[src/rtl/render_scan_ctrl_if.sv]
// Configuration bus for render_scan_ctrl: shadow-register writes, commit request
// and the commit acknowledge pulse.
`ifndef INT_BITS
`define INT_BITS 8
`endif
`ifndef FLOAT_BITS
`define FLOAT_BITS 16
`endif

interface render_scan_ctrl_if #(
  parameter int IDX_BITS = 3
);
  logic                    cfg_valid;
  logic                    cfg_ready;
  logic [IDX_BITS-1:0]     cfg_idx;
  logic [`INT_BITS-1:0]    cfg_ty;
  logic [`INT_BITS-1:0]    cfg_size;
  logic [`FLOAT_BITS-1:0]  cfg_sin;
  logic [`FLOAT_BITS-1:0]  cfg_cos;
  logic [`FLOAT_BITS-1:0]  cfg_ix;
  logic [`FLOAT_BITS-1:0]  cfg_iy;
  logic                    cfg_commit;
  logic                    commit_done;

  modport master (
    output cfg_valid, cfg_idx, cfg_ty, cfg_size, cfg_sin, cfg_cos, cfg_ix, cfg_iy, cfg_commit,
    input  cfg_ready, commit_done
  );

  modport slave (
    input  cfg_valid, cfg_idx, cfg_ty, cfg_size, cfg_sin, cfg_cos, cfg_ix, cfg_iy, cfg_commit,
    output cfg_ready, commit_done
  );
endinterface

[src/rtl/render_scan_ctrl.sv]
// Raster sequencer for a bank of render_shape instances: h/v counters, frame/line
// strobes, double-buffered shape config swapped in vertical blanking, pixel priority.
`ifndef INT_BITS
`define INT_BITS 8
`endif
`ifndef FLOAT_BITS
`define FLOAT_BITS 16
`endif

module render_scan_ctrl #(
  parameter int H_ACTIVE   = 640,
  parameter int H_TOTAL    = 800,
  parameter int V_ACTIVE   = 480,
  parameter int V_TOTAL    = 525,
  parameter int NUM_SHAPES = 7,
  parameter int IDX_BITS   = 3
) (
  input  logic                                clk,
  input  logic                                rst,
  render_scan_ctrl_if.slave                   cfg,
  output logic                                sh_newframe,
  output logic                                sh_newline,
  output logic [NUM_SHAPES*`INT_BITS-1:0]     sh_ty,
  output logic [NUM_SHAPES*`INT_BITS-1:0]     sh_size,
  output logic [NUM_SHAPES*`FLOAT_BITS-1:0]   sh_sin,
  output logic [NUM_SHAPES*`FLOAT_BITS-1:0]   sh_cos,
  output logic [NUM_SHAPES*`FLOAT_BITS-1:0]   sh_ix,
  output logic [NUM_SHAPES*`FLOAT_BITS-1:0]   sh_iy,
  input  logic [NUM_SHAPES-1:0]               sh_hit,
  output logic                                pix_valid,
  output logic [$clog2(H_TOTAL)-1:0]          pix_x,
  output logic [$clog2(V_TOTAL)-1:0]          pix_y,
  output logic                                pix_hit,
  output logic [IDX_BITS-1:0]                 pix_idx
);
  localparam int XW = $clog2(H_TOTAL);
  localparam int YW = $clog2(V_TOTAL);

  typedef struct packed {
    logic [`INT_BITS-1:0]   ty;
    logic [`INT_BITS-1:0]   size;
    logic [`FLOAT_BITS-1:0] sin;
    logic [`FLOAT_BITS-1:0] cos;
    logic [`FLOAT_BITS-1:0] ix;
    logic [`FLOAT_BITS-1:0] iy;
  } cfg_t;

  // ty all-ones decodes to "shape off" in render_shape
  localparam cfg_t CFG_RST = cfg_t'({{`INT_BITS{1'b1}}, {(`INT_BITS + 4*`FLOAT_BITS){1'b0}}});

  typedef enum logic {ST_IDLE, ST_PENDING} state_t;

  logic [XW-1:0]       h_q, h_d;
  logic [YW-1:0]       v_q, v_d;
  logic                h_last, v_last, swap_cycle, pix_active;
  logic                frame_ok_q, frame_ok_d;
  state_t              state_q, state_d;
  logic                cfg_ready, do_swap, wr_en;
  logic                commit_done_q, commit_done_d;
  cfg_t                wr_data;
  logic [IDX_BITS-1:0] hit_idx;
  logic                pix_valid_q, pix_valid_d, pix_hit_q, pix_hit_d;
  logic [XW-1:0]       pix_x_q, pix_x_d;
  logic [YW-1:0]       pix_y_q, pix_y_d;
  logic [IDX_BITS-1:0] pix_idx_q, pix_idx_d;

  assign h_last     = (h_q == XW'(H_TOTAL - 1));
  assign v_last     = (v_q == YW'(V_TOTAL - 1));
  assign swap_cycle = (h_q == '0) && (v_q == YW'(V_ACTIVE));
  assign pix_active = (h_q < XW'(H_ACTIVE)) && (v_q < YW'(V_ACTIVE));

  assign sh_newframe = !rst && h_last && v_last;
  assign sh_newline  = !rst && h_last && (v_q < YW'(V_ACTIVE - 1));

  always_comb begin
    h_d = h_last ? '0 : h_q + XW'(1);
    v_d = v_q;
    if (h_last) v_d = v_last ? '0 : v_q + YW'(1);
    frame_ok_d = frame_ok_q | sh_newframe;
  end

  // Config FSM: state register
  always_ff @(posedge clk) begin
    if (rst) state_q <= ST_IDLE;
    else     state_q <= state_d;
  end

  // Config FSM: next state
  always_comb begin
    state_d = state_q;
    case (state_q)
      ST_IDLE:    if (cfg.cfg_commit) state_d = ST_PENDING;
      ST_PENDING: if (swap_cycle)     state_d = ST_IDLE;
      default:    state_d = ST_IDLE;
    endcase
  end

  // Config FSM: outputs
  always_comb begin
    cfg_ready     = !rst && (state_q == ST_IDLE);
    do_swap       = (state_q == ST_PENDING) && swap_cycle;
    commit_done_d = do_swap;
  end

  assign cfg.cfg_ready   = cfg_ready;
  assign cfg.commit_done = commit_done_q;

  // Out-of-range indices still complete the handshake; only the store is skipped
  assign wr_en   = cfg.cfg_valid && cfg_ready && (int'(cfg.cfg_idx) < NUM_SHAPES);
  assign wr_data = {cfg.cfg_ty, cfg.cfg_size, cfg.cfg_sin, cfg.cfg_cos, cfg.cfg_ix, cfg.cfg_iy};

  genvar gi;
  generate
    for (gi = 0; gi < NUM_SHAPES; gi++) begin : g_shape
      cfg_t shadow_q, shadow_d, active_q, active_d;

      always_comb begin
        shadow_d = shadow_q;
        if (wr_en && (cfg.cfg_idx == IDX_BITS'(gi))) shadow_d = wr_data;
        active_d = do_swap ? shadow_q : active_q;
      end

      always_ff @(posedge clk) begin
        if (rst) begin
          shadow_q <= CFG_RST;
          active_q <= CFG_RST;
        end else begin
          shadow_q <= shadow_d;
          active_q <= active_d;
        end
      end

      assign sh_ty  [gi*`INT_BITS   +: `INT_BITS]   = active_q.ty;
      assign sh_size[gi*`INT_BITS   +: `INT_BITS]   = active_q.size;
      assign sh_sin [gi*`FLOAT_BITS +: `FLOAT_BITS] = active_q.sin;
      assign sh_cos [gi*`FLOAT_BITS +: `FLOAT_BITS] = active_q.cos;
      assign sh_ix  [gi*`FLOAT_BITS +: `FLOAT_BITS] = active_q.ix;
      assign sh_iy  [gi*`FLOAT_BITS +: `FLOAT_BITS] = active_q.iy;
    end
  endgenerate

  // Lowest set index wins
  always_comb begin
    hit_idx = '0;
    for (int i = NUM_SHAPES - 1; i >= 0; i--) begin
      if (sh_hit[i]) hit_idx = IDX_BITS'(i);
    end
  end

  always_comb begin
    pix_valid_d = pix_active && frame_ok_q;
    pix_hit_d   = pix_valid_d && (|sh_hit);
    pix_idx_d   = pix_valid_d ? hit_idx : '0;
    pix_x_d     = h_q;
    pix_y_d     = v_q;
  end

  always_ff @(posedge clk) begin
    if (rst) begin
      h_q           <= '0;
      v_q           <= '0;
      frame_ok_q    <= 1'b0;
      commit_done_q <= 1'b0;
      pix_valid_q   <= 1'b0;
      pix_hit_q     <= 1'b0;
      pix_x_q       <= '0;
      pix_y_q       <= '0;
      pix_idx_q     <= '0;
    end else begin
      h_q           <= h_d;
      v_q           <= v_d;
      frame_ok_q    <= frame_ok_d;
      commit_done_q <= commit_done_d;
      pix_valid_q   <= pix_valid_d;
      pix_hit_q     <= pix_hit_d;
      pix_x_q       <= pix_x_d;
      pix_y_q       <= pix_y_d;
      pix_idx_q     <= pix_idx_d;
    end
  end

  assign pix_valid = pix_valid_q;
  assign pix_hit   = pix_hit_q;
  assign pix_x     = pix_x_q;
  assign pix_y     = pix_y_q;
  assign pix_idx   = pix_idx_q;
endmodule
[src/flat_wrapper.sv]
// flat-port wrapper written by rule: the top's interface ports become plain ports
module render_scan_ctrl_flat 
#(
  parameter int H_ACTIVE   = 640,
  parameter int H_TOTAL    = 800,
  parameter int V_ACTIVE   = 480,
  parameter int V_TOTAL    = 525,
  parameter int NUM_SHAPES = 7,
  parameter int IDX_BITS   = 3
)
  (clk, rst, sh_newframe, sh_newline, sh_ty, sh_size, sh_sin, sh_cos, sh_ix, sh_iy, sh_hit, pix_valid, pix_x, pix_y, pix_hit, pix_idx, cfg_cfg_valid, cfg_cfg_idx, cfg_cfg_ty, cfg_cfg_size, cfg_cfg_sin, cfg_cfg_cos, cfg_cfg_ix, cfg_cfg_iy, cfg_cfg_commit, cfg_cfg_ready, cfg_commit_done);
  render_scan_ctrl_if #(.IDX_BITS(IDX_BITS)) cfg_i ();
  input  logic clk;
  input  logic rst;
  output logic sh_newframe;
  output logic sh_newline;
  output logic [NUM_SHAPES*`INT_BITS-1:0] sh_ty;
  output logic [NUM_SHAPES*`INT_BITS-1:0] sh_size;
  output logic [NUM_SHAPES*`FLOAT_BITS-1:0] sh_sin;
  output logic [NUM_SHAPES*`FLOAT_BITS-1:0] sh_cos;
  output logic [NUM_SHAPES*`FLOAT_BITS-1:0] sh_ix;
  output logic [NUM_SHAPES*`FLOAT_BITS-1:0] sh_iy;
  input  logic [NUM_SHAPES-1:0] sh_hit;
  output logic pix_valid;
  output logic [$clog2(H_TOTAL)-1:0] pix_x;
  output logic [$clog2(V_TOTAL)-1:0] pix_y;
  output logic pix_hit;
  output logic [IDX_BITS-1:0] pix_idx;
  input wire logic [$bits(cfg_i.cfg_valid)-1:0] cfg_cfg_valid;
  input wire logic [$bits(cfg_i.cfg_idx)-1:0] cfg_cfg_idx;
  input wire logic [$bits(cfg_i.cfg_ty)-1:0] cfg_cfg_ty;
  input wire logic [$bits(cfg_i.cfg_size)-1:0] cfg_cfg_size;
  input wire logic [$bits(cfg_i.cfg_sin)-1:0] cfg_cfg_sin;
  input wire logic [$bits(cfg_i.cfg_cos)-1:0] cfg_cfg_cos;
  input wire logic [$bits(cfg_i.cfg_ix)-1:0] cfg_cfg_ix;
  input wire logic [$bits(cfg_i.cfg_iy)-1:0] cfg_cfg_iy;
  input wire logic [$bits(cfg_i.cfg_commit)-1:0] cfg_cfg_commit;
  output wire logic [$bits(cfg_i.cfg_ready)-1:0] cfg_cfg_ready;
  output wire logic [$bits(cfg_i.commit_done)-1:0] cfg_commit_done;
  assign cfg_i.cfg_valid = cfg_cfg_valid;
  assign cfg_i.cfg_idx = cfg_cfg_idx;
  assign cfg_i.cfg_ty = cfg_cfg_ty;
  assign cfg_i.cfg_size = cfg_cfg_size;
  assign cfg_i.cfg_sin = cfg_cfg_sin;
  assign cfg_i.cfg_cos = cfg_cfg_cos;
  assign cfg_i.cfg_ix = cfg_cfg_ix;
  assign cfg_i.cfg_iy = cfg_cfg_iy;
  assign cfg_i.cfg_commit = cfg_cfg_commit;
  assign cfg_cfg_ready = cfg_i.cfg_ready;
  assign cfg_commit_done = cfg_i.commit_done;
  render_scan_ctrl #(.H_ACTIVE(H_ACTIVE), .H_TOTAL(H_TOTAL), .V_ACTIVE(V_ACTIVE), .V_TOTAL(V_TOTAL), .NUM_SHAPES(NUM_SHAPES), .IDX_BITS(IDX_BITS)) u_core (.clk(clk), .rst(rst), .cfg(cfg_i), .sh_newframe(sh_newframe), .sh_newline(sh_newline), .sh_ty(sh_ty), .sh_size(sh_size), .sh_sin(sh_sin), .sh_cos(sh_cos), .sh_ix(sh_ix), .sh_iy(sh_iy), .sh_hit(sh_hit), .pix_valid(pix_valid), .pix_x(pix_x), .pix_y(pix_y), .pix_hit(pix_hit), .pix_idx(pix_idx));
endmodule
[config.mk]
export PLATFORM = sky130hd
export DESIGN_NAME = render_scan_ctrl_flat
export DESIGN_NICKNAME = d
export VERILOG_FILES = /design/src/rtl/render_scan_ctrl_if.sv /design/src/rtl/render_scan_ctrl.sv /design/src/flat_wrapper.sv
export SDC_FILE = /design/constraint.sdc
export NUM_CORES = 2
export LEC_CHECK = 0
export ABC_CLOCK_PERIOD_IN_PS = 5610
export BUFFER_PORTS_ARGS = -buffer_cell sky130_fd_sc_hd__buf_2
export CORE_ASPECT_RATIO = 1.5
export CORE_UTILIZATION = 40
export CTS_CLUSTER_DIAMETER = 120
export DETAILED_ROUTE_END_ITERATION = 16
export SKIP_CTS_REPAIR_TIMING = 1
export SLEW_MARGIN = 30
export SYNTH_ARGS = -nofsm -noshare
export SYNTH_HDL_FRONTEND = slang
export SYNTH_SLANG_ARGS = --single-unit
[constraint.sdc]
create_clock -name clk -period 5.61 [get_ports clk]
set_input_delay 0.561 -clock clk [delete_from_list [all_inputs] [get_ports clk]]
set_output_delay 0.561 -clock clk [all_outputs]
set_load 0.02 [all_outputs]
Word-level counts from Yosys, hierarchy flattened
Index checks and enable logic that the tools add are counted.
Widths: inputs -> output; s select.
{"block": "op_classes", "n_addsub": 2, "n_lt_le_gt_ge": 4, "eq_ne": 9, "mux": 10, "bitwise": 3, "n_reduce_logical": 26}
{"operator": "$add 10x1->10 const B", "n": 2}
{"operator": "$eq 10x10->1 const B", "n": 2}
{"operator": "$lt 10x9->1 const B", "n": 2}
{"operator": "$logic_and 1x1->1", "n": 18}
{"operator": "$eq 10x9->1 const B", "n": 1}
{"operator": "$logic_not 10->1", "n": 1}
{"operator": "$lt 10x10->1 const B", "n": 1}
{"operator": "$mux 10", "n": 1}
{"operator": "$eq 3x3->1 const B", "n": 3}
{"operator": "$mux 3", "n": 3}
{"operator": "$reduce_or 7->1", "n": 1}
{"operator": "$eq 3x2->1 const B", "n": 2}
{"operator": "$reduce_or 6->1", "n": 1}
{"operator": "$mux 2", "n": 2}
{"operator": "$reduce_or 4->1", "n": 1}
{"operator": "$eq 3x1->1 const B", "n": 1}
{"operator": "$logic_not 3->1", "n": 1}
{"operator": "$lt 3x3->1 const B", "n": 1}
{"operator": "$mux 1", "n": 3}
{"operator": "$reduce_or 3->1", "n": 1}
{"operator": "$not 1->1", "n": 2}
{"operator": "$pmux 1 s2", "n": 1}
{"operator": "$reduce_or 2->1", "n": 1}
{"operator": "$logic_not 1->1", "n": 1}
{"operator": "$or 1x1->1", "n": 1}
{"block": "totals", "reg_bits": 1168, "input_bits": 94}

Longest topological paths before layout
{"block": "depth", "depth_word": 6, "ltp_mapped": 9, "mapped_depth_nobuf": 6}

Least setup slack after synthesis
No wires, ideal clock.
{"block": "synth_timing", "path_kind": "register to output", "startpoint": "register u_core.h_q[0]", "endpoint": "output port sh_newline", "t_arrival_ns": 2.007, "t_required_ns": 5.049, "slack_ns": 3.042, "path_stages_with_launch": 6, "path_buffers": 1, "cell_sequence": "dfxtp_1 > ha_1 > nand4_2 > or3_4 > buf_2 > nor4_1"}
{"block": "synth_via", "elab_chain_len": 3}
{"item": "start: declaration", "line": "render_scan_ctrl.sv:53", "text": "logic [XW-1:0] h_q, h_d;"}
{"item": "start signal: assignment", "line": "render_scan_ctrl.sv:160", "text": "h_q <= '0;"}
{"item": "start signal: assignment", "line": "render_scan_ctrl.sv:170", "text": "h_q <= h_d;"}
{"item": "$eq 10x10->1", "line": "render_scan_ctrl.sv:67", "text": "assign h_last = (h_q == XW'(H_TOTAL - 1));"}
{"item": "$logic_and 1x1->1 (2 in a row)", "line": "render_scan_ctrl.sv:73", "text": "assign sh_newline = !rst && h_last && (v_q < YW'(V_ACTIVE - 1));"}
{"item": "end: declaration", "line": "flat_wrapper.sv:16", "text": "output logic sh_newline;"}
Every way passes these cells.

Worst setup path after layout
{"block": "layout_timing", "startpoint": "register u_core.h_q[0]", "endpoint": "output port sh_newframe"}
{"block": "layout_via", "elab_chain_len": 3}
{"item": "$eq 10x10->1", "line": "render_scan_ctrl.sv:67"}
{"item": "$logic_and 1x1->1 (2 in a row)", "line": "render_scan_ctrl.sv:72", "text": "assign sh_newframe = !rst && h_last && v_last;"}
{"item": "end: declaration", "line": "flat_wrapper.sv:15", "text": "output logic sh_newframe;"}
Every way passes these cells.

==> metrics <==
wire length per cell after detailed routing=21.27 um; count of buffers inserted at the top-level ports=682; share of cells above drive strength 1=0.2034; maximum number of pins on one net before global-route repair=203; remaining routing DRC violations=0; nets in the synthesized netlist=3992; instance count of the mapped netlist=3894; latest clock arrival within the worst-skew pair=0.70 ns; placement-stage cell area=41740 um^2; post-route design area=45400 um^2; cell area after technology mapping=38190 um^2; path category of the worst min-delay check=in -> reg; Detail Placement HPWL=75240 um; Slowest cell on crit path=or3_4; critical path data required time=5.05 ns; # IOs=683; met1 global-route usage=0.3007; Initial Utilization=0.4043; initial drt markers=1912; first-pass iteration count of the detailed router=7; Register Area=23380 um^2; synthesis-stage register bit count=1168; number of antenna violations at the first check in global routing=1; EDFF count, synth=0; max-slew violation total from the final report=0; met2 capacity usage during global routing=0.4004; Routed WL=122300 um; RePlAce Congestion=0.8313; unrepaired setup endpoints after global routing=no; area share of xor/xnor cells in the synthesized design=0.002752; dominant cells by area after synthesis=dfxtp_1 61%, a22o_1 12%, nand2_1 11%, a21oi_1 6.7%, buf_6 1.6%; Die X-Extent=254.3 um; peak per-stage delay on the critical path=0.50 ns; Worst Path Class, Setup=reg -> out; final critical delay including setup and external delays=3.230 ns; fraction of the mapped netlist area in compound gates=0.1977; Worst Setup End Kind=output port; CTS buffer count=110; Diodes inserted=0; post-synthesis to final-layout area growth=18.90%; number of buffers and inverters on the critical path=1; dominant combinational cell family by area after synthesis=compound AO/OA/AOI/OAI gates; row cnt=138; count of endpoints failing setup in the final report=0; Synth Area per Inst=9.807 um^2; data arrival time at the worst-slack endpoint=2.67 ns; slew of the pin with the lowest slew margin=1.138 ns; area share of and/or/nand/nor cells after synthesis=0.1355; fill cell total of the finished layout=9047; max-cap check violation count=0; GR Layer Usage met3=0.06533; yosys warns=0; mean number of vias per cell=5.199; Cell Pwr Density=358.3 nW/um^2; maximum VDD drop=0.2368 mV; post-synthesis cell type count=48; fraction of the yosys area taken by sequential cells=0.6123; clock sink count=1168; Vias=29890; placeable core region=94450 um^2; routing layer with the top usage in global route=met2; root buf cell=clkbuf_16; Total Neg Setup Slack=0 ns; count of H-tree levels built during CTS=3; first-pass GRT wire length=181200 um; Synth Flop Type=dfxtp_1; library cell with the largest summed area after synthesis=dfxtp_1; die area=96730 um^2; dominant delay contributor by cell family on the critical path=simple AND/OR/NAND/NOR gates; adder-cell share of the synthesized area=0.001311; most common library cell in the layout ignoring fill and taps=dfxtp_1; leading cell types in the layout, fill and taps excluded=1168 x dfxtp_1, 1126 x nand2_1, 681 x buf_2; final critical-path share of the clock period=0.5758; sequence of cells on the critical path=ha_1 > nand4_2 > or3_4 > or2_2 > nor2_1 > buf_2; Clock Pin Slew Worst Setup and Hold Paths=0.06 ns; result of the run=finished clean; vertical die dimension=380.4 um; CTS tree=yes; area of combinational cells with multiple inputs=12990 um^2; post-detailed-route count of antenna-violating nets=0; worst-case clock skew=0.02997 ns; share of flip-flops with an asynchronous set or reset after synthesis=0; startpoint class of the critical path=flop; net count of the finished layout=4501; buffers from clock root to sink, at most=3; grt total ovfl=0; largest fanout on the critical path=14; GRT Overall Usage=0.2449; Max-Slew Margin vs Limit=0.2416; multiplexer area fraction after synthesis=0; leakage=0.01839 uW; via count of the first global-routing pass=28060; Achievable Freq=309.6 MHz; proportion of netlist area held by the largest area contributor=0.6123; Final Hold Violating Endpoints=0
==> per-layer routing <==
layer  routed length [um]  part of all wire
met1                50080              0.41
met4                 4822             0.039
met3                 9143             0.075
met5                    0                 0
met2                58240              0.48
==> final timing paths <==
path                                 start                 to  slack [ns]  depth (start not counted)
max                          u_core.h_q[0]        sh_newframe        2.38                          6
min                              sh_hit[0]  u_core.pix_idx[0]        0.06                          2
max reg2reg                  u_core.h_q[0]   u_core.sh_ix[95]        2.50                          7
min reg2reg  u_core.g_shape[6].shadow_q[2]   u_core.sh_iy[98]        0.44                          1
==> cell usage after synthesis (2+ instances only) <==
master	number
xor2_1	4
and3_1	4
o21ai_0	5
nor2b_1	16
buf_6	53
o31ai_1	2
buf_4	51
dfxtp_1	1168
or3_1	3
or4_1	2
a21oi_1	512
buf_2	78
ha_1	4
nor3_1	5
clkbuf_1	132
and4_1	2
nor4_1	6
inv_1	12
nor2_1	34
o22a_1	56
and2_1	6
nand3_1	66
nand2_1	1132
nand4_1	7
xnor2_1	8
a22o_1	504
==> worst register-to-register path: stages (launching register included) <==
cell	delay (ns)
dfxtp_1	0.35
inv_1	0.11
ha_1	0.15
nor4b_2	0.20
and3_1	0.37
and4_4	0.67
buf_12	0.66
a22o_1	0.53
==> cells by family (layout without fill, tap and decap cells) <==
| kind of cell | count (synthesis) | count (layout) |
|---|---|---|
| flip-flops | 1168 | 1168 |
| XOR/XNOR | 12 | 12 |
| AO/OA/AOI/OAI | 1084 | 1084 |
| AND/OR/NAND/NOR | 1297 | 1297 |
| buffers and inverters | 329 | 923 |
| adder cells (fa/ha/maj) | 4 | 4 |
==> power breakdown <==
| part | internal [uW] | switching (uW) | leakage [uW] |
|---|---|---|---|
| Sequential | 8340 | 25.5 | 0.00942 |
| Combinational | 81.7 | 354 | 0.00716 |
| Clock | 4250 | 3220 | 0.00181 |
| Total | 12700 | 3600 | 0.0184 |
==> state kept, by name (all words and copies together) (netlist names) <==
name	count
u_core.pix_valid	1
u_core.pix_idx	3
u_core.sh_cos	112
u_core.pix_y_d	10
u_core.h_q	10
u_core.sh_iy	112
u_core.sh_size	56
u_core.sh_ix	112
u_core.pix_y	10
u_core.pix_x	10
u_core.pix_hit	1
u_core.g_shape.shadow_q	560
u_core.state_q	1
u_core.cfg.commit_done	1
u_core.frame_ok_q	1
u_core.sh_ty	56
u_core.sh_sin	112
==> metrics by stage <==
| step | instances | power (uW) | worst slack [ns] | hold slack (ns) | utilization |
|---|---|---|---|---|---|
| after floorplan | 3894 | 8783 | 3.042 | 0.4259 | - |
| after global placement | 5549 | 8983 | 2.174 | 0.4358 | 0.4414 |
| after detailed placement | 5550 | 8987 | 2.111 | 0.4412 | 0.4419 |
| after CTS | 5747 | 16420 | 2.298 | 0.006661 | 0.4804 |
| after global routing | 5748 | 16800 | 2.172 | 0.04536 | 0.4807 |
| final | 5748 | 16270 | 2.380 | 0.06364 | 0.4807 |
==> cell type report <==
cell class | count | area share
clock buffers | 163 | 0.07259
inverters | 13 | 0.001075
flip-flops and latches | 1168 | 0.5150
repair buffers | 713 | 0.08295
well taps | 1260 | 0.03472
clock inverters | 34 | 0.007551
multi-input cells | 2397 | 0.2861
Note: power is estimated with default switching activity, not from simulation.
